File: config.mk
export PLATFORM = sky130hd
export DESIGN_NAME = nco_tick_scheduler
export DESIGN_NICKNAME = d
export VERILOG_FILES = /design/src/rtl/nco_tick_scheduler.sv
export SDC_FILE = /design/constraint.sdc
export NUM_CORES = 1
export LEC_CHECK = 0
export CAP_MARGIN = 0
export CORE_ASPECT_RATIO = 0.75
export CORE_MARGIN = 10
export CORE_UTILIZATION = 61
export CTS_CLUSTER_SIZE = 20
export DETAILED_ROUTE_END_ITERATION = 8
export HOLD_SLACK_MARGIN = 0.02
export PLACE_DENSITY = 0.79
export SLEW_MARGIN = 0
export SYNTH_ARGS = -nofsm -noshare
export SYNTH_HDL_FRONTEND = slang
export SYNTH_SLANG_ARGS = --single-unit
File: constraint.sdc
create_clock -name clk -period 6.3 [get_ports clk]
set_input_delay 1.575 -clock clk [delete_from_list [all_inputs] [get_ports clk]]
set_output_delay 1.575 -clock clk [all_outputs]
set_load 0.02 [all_outputs]
File: src/rtl/nco_tick_scheduler.sv
// nco_tick_scheduler: round-robin shared-adder NCO bank with tick/level outputs.
// Optional NCO_PHASE_CLR_EN: config apply with en=1 restarts phase at the new step.
module nco_tick_scheduler #(
  parameter  int NCH = 4,
  parameter  int W   = 32,
  localparam int CW  = (NCH > 1) ? $clog2(NCH) : 1
) (
  input  logic           clk,
  input  logic           rst,
  input  logic           cfg_valid,
  output logic           cfg_ready,
  input  logic [CW-1:0]  cfg_ch,
  input  logic [W-1:0]   cfg_step,
  input  logic           cfg_en,
  output logic [NCH-1:0] tick,
  output logic [NCH-1:0] level,
  output logic [CW-1:0]  slot
);

  localparam logic [CW-1:0] LAST  = CW'(NCH - 1);
  localparam logic [CW:0]   NCH_L = (CW + 1)'(NCH);

  logic [CW-1:0]  slot_q, slot_d;
  logic [W-1:0]   phase_q [NCH];
  logic [W-1:0]   phase_d [NCH];
  logic [W-1:0]   step_q  [NCH];
  logic [W-1:0]   step_d  [NCH];
  logic [NCH-1:0] en_q, en_d;
  logic [NCH-1:0] tick_q, tick_d;
  logic [NCH-1:0] level_q, level_d;
  logic           pend_q, pend_d;
  logic [CW-1:0]  pch_q, pch_d;
  logic [W-1:0]   pstep_q, pstep_d;
  logic           pen_q, pen_d;

  logic           accept;
  logic           bad;
  logic           apply;
  logic           eff_en;
  logic [W-1:0]   eff_step;
  logic [W-1:0]   base;
  logic [W:0]     sum;

  assign cfg_ready = !pend_q && !rst;
  assign tick      = tick_q;
  assign level     = level_q;
  assign slot      = slot_q;

  // Service the current slot through the shared adder and run the config buffer.
  always_comb begin
    slot_d   = (slot_q == LAST) ? '0 : slot_q + 1'b1;
    phase_d  = phase_q;
    step_d   = step_q;
    en_d     = en_q;
    tick_d   = '0;
    level_d  = level_q;
    pend_d   = pend_q;
    pch_d    = pch_q;
    pstep_d  = pstep_q;
    pen_d    = pen_q;
    accept   = cfg_valid && cfg_ready;
    bad      = pend_q && ({1'b0, pch_q} >= NCH_L);
    apply    = pend_q && !bad && (pch_q == slot_q);
    eff_en   = apply ? pen_q   : en_q[slot_q];
    eff_step = apply ? pstep_q : step_q[slot_q];
`ifdef NCO_PHASE_CLR_EN
    base     = apply ? '0 : phase_q[slot_q];
`else
    base     = phase_q[slot_q];
`endif
    sum      = {1'b0, base} + {1'b0, eff_step};
    if (apply) begin
      step_d[slot_q] = pstep_q;
      en_d[slot_q]   = pen_q;
    end
    if (eff_en) begin
      phase_d[slot_q] = sum[W-1:0];
      tick_d[slot_q]  = sum[W];
      level_d[slot_q] = sum[W-1];
    end else if (apply) begin
      phase_d[slot_q] = '0;
      level_d[slot_q] = 1'b0;
    end
    if (bad || apply) begin
      pend_d = 1'b0;
    end
    if (accept) begin
      pend_d  = 1'b1;
      pch_d   = cfg_ch;
      pstep_d = cfg_step;
      pen_d   = cfg_en;
    end
  end

  // State registers with synchronous reset; reset drops any pending config.
  always_ff @(posedge clk) begin
    if (rst) begin
      slot_q  <= '0;
      for (int i = 0; i < NCH; i++) begin
        phase_q[i] <= '0;
        step_q[i]  <= '0;
      end
      en_q    <= '0;
      tick_q  <= '0;
      level_q <= '0;
      pend_q  <= 1'b0;
      pch_q   <= '0;
      pstep_q <= '0;
      pen_q   <= 1'b0;
    end else begin
      slot_q  <= slot_d;
      phase_q <= phase_d;
      step_q  <= step_d;
      en_q    <= en_d;
      tick_q  <= tick_d;
      level_q <= level_d;
      pend_q  <= pend_d;
      pch_q   <= pch_d;
      pstep_q <= pstep_d;
      pen_q   <= pen_d;
    end
  end

endmodule

==> metrics.txt <==
Reg area ~6000 sq um; Die X 196 um; ys flop type dfxtp_1; hold depth 2; met1 usage 33.5%; Crit Path Max Fanout 38; R2R Path Start slot[0]; Clock Latency Late Sink 550 ps; fill count 1842; Clock Sinks 306; CTS root buffer clkbuf_16; initial antenna violation count 0; leading cell type in the layout, fill and taps excluded nand2_1; Finished Layout Cells 1950; most frequent cells in the layout nand2_1, dfxtp_1, a21oi_1; cts repair resizes 0; largest net degree at the start of global routing 93; initial core utilization 61.9%; DR WL/cell around 19 um; first-pass GRT wire length 60900 um; Most Crowded Layer GR met2; FF-to-FF setup slack 1810 ps; cells after synthesis 1660; final hold viol count 0; post-synthesis cell area 14200 sq um; Syn Area/Cell 8.57 sq um; MaxCap Viol Count 0; Slew @ Worst Pin 1160 ps; Antenna Nets Post-Route 0; depth of the most critical reg-to-reg path 13; Yosys top cell area share 43.0%; Core Region 23000 sq um; io pins between 40 and 50; P per Cell Area 270 nW/um^2; Mapped Nets approximately 1.7k; Slew headroom 22.8%; Worst EP required approximately 7000 ps; Final period util 71.2%; hold path start step_q[52]; RePlAce Congestion approximately 0.97; placed insts 1897; crit path DAT ~5000 ps; ratio of cells with drive above 1 in the final layout 9.09%; Final Max Slew Viols 0; IO buf count 48; Synth area leaders dfxtp_1, nand2_1, mux4_2; DRT iter0 DRCs 1524; Synth cell types 67; Leak approximately 0.0056 uW; Critical Path Start Type flop; Die ar. 29900 sq um; number of synthesized flops with an enable pin 0; synthesis warning total 0; minimum clock period 4490 ps; All-Layer GR Usage 24.3%; Post-CTS Setup Repair Bufs 0; CP endpoint kind flop; Ant. Diodes 0; peak supply drop approximately 0.27 mV; Clock Tree Buf Depth 3; R2R Path End phase_q[127]; RSZ-0062 raised after global routing no; grt met3 use 3.41%; DP HPWL 23400 um; H-tree Lvls 1; total CTS buffers 29; Layout Area Growth over Synthesis 10.1%; final setup margin 1810 ps; CTS clock-pin slew for the worst setup and hold paths approximately 70 ps; multi-input logic area roughly 7500 sq um; gr ovfl total 0; Die Span Y 152 um; dominant cell type by area after synthesis dfxtp_1; TritonRoute pass-1 iters 6; pre-CTS WS around 1900 ps; crit path kind reg2reg; Via Count roughly 12k; asr flop ratio synth 0%; final WL 37800 um; # setup viols final 0; std cell rows 48; fmax 0.223 GHz; Max Clock Skew 9.47 ps; hold worst-path end step_q[52]; M2 GR Usage between 30% and 40%; Seq/Total Area, Yosys between 40% and 50%; Final nets 1703; Worst Hold Class reg2reg; Vias per Instance 6.22; CTS tree yes; hold_buf cts 0; Seq cells post-synth 306; vias in the first global route 11.5k; Sum Neg Setup Slack 0 ps; DRC viols 0; status finished, final reports clean
[flip-flops by register name (all words and copies together), names as in the netlist, 2 cells and up]
| name | flops |
|---|---|
| level | 4 |
| en_q | 4 |
| pstep_q | 32 |
| step_q | 128 |
| pch_q | 2 |
| slot | 2 |
| phase_q | 128 |
| tick | 4 |
[where the power goes]
part           total, uW  switching, uW  internal [uW]
Sequential          2010           42.3           1960
Combinational        363            244            119
Clock               1860            761           1100
[routing by layer]
| metal | wire length (um) | vias up |
|---|---|---|
| met4 | 1330 | 0 |
| met3 | 3040 | 85 |
| li1 | - | 5713 |
| met1 | 16300 | 5799 |
| met5 | 0 | - |
| met2 | 17000 | 535 |
[how the worst max path moves through the flow]
stage	end	cells after the start	slack [ps]	from
after floorplan	phase_q[126]	15	2030	slot[1]
after CTS	phase_q[127]	13	1860	slot[0]
final	phase_q[127]	13	1810	slot[0]
after detailed placement	phase_q[127]	13	1870	slot[0]
after global routing	phase_q[124]	13	1520	slot[0]
after global placement	phase_q[127]	13	1970	slot[0]
[synth_stat cells, types with 3 or more instances]
cell / number
and2_1: 11
clkbuf_1: 92
nand2_1: 492
o21a_1: 3
o21ai_0: 41
o31ai_1: 7
a22oi_1: 64
a21oi_2: 3
a32o_1: 4
buf_1: 9
nor2_1: 101
a2bb2oi_1: 4
xor2_1: 6
o21ai_1: 18
a22o_1: 27
nor3_1: 15
nand4_1: 7
a21o_1: 19
buf_2: 19
a31oi_1: 6
a21oi_1: 174
o311ai_1: 5
inv_1: 13
o21bai_1: 6
a211oi_1: 6
nand3_1: 36
ha_1: 36
mux4_2: 65
dfxtp_1: 306
xnor2_1: 18
[metrics by stage]
stage               cell area [sq um]  util, %  power (uW)  hold WS (ps)
floorplan                       14200        -        2290           420
global placement                14700     63.7        2400           432
detailed placement              14700     63.7        2410           443
CTS                             15700     68.1        4240           452
global route                    15700     68.1        4350           473
finish                          15700     68.1        4230           451
[critical path, stage by stage, from the launching register on]
cell	delay, ps
dfxtp_4	550
buf_4	630
mux4_2	580
nand2_1	80
nand2_1	110
ha_1	370
a21oi_1	350
o21ai_1	190
a221o_1	350
a221o_1	360
a31oi_4	210
o21ai_2	100
xor2_2	340
a22o_1	200
[cell type report]
cell class	count	area share, %
Multi-Input combinational cell	1216	48.0
Clock inverter	15	1.34
Clock buffer	38	5.10
Inverter	13	0.311
Tap cell	300	2.40
Timing Repair Buffer	62	3.74
Sequential cell	306	39.1
[cell families (layout without fill, tap and decap cells)]
kind of cell | Yosys count | after routing | synth area share [%]
compound gates | 408 | 408 | 18.2
xor+xnor | 25 | 25 | 1.59
fa+ha+maj | 37 | 37 | 3.31
buf+inv | 138 | 128 | 4.17
flops | 306 | 306 | 43.0
mux | 67 | 67 | 10.4
simple gates | 679 | 679 | 19.2
Power figures use the tool's default switching activity.
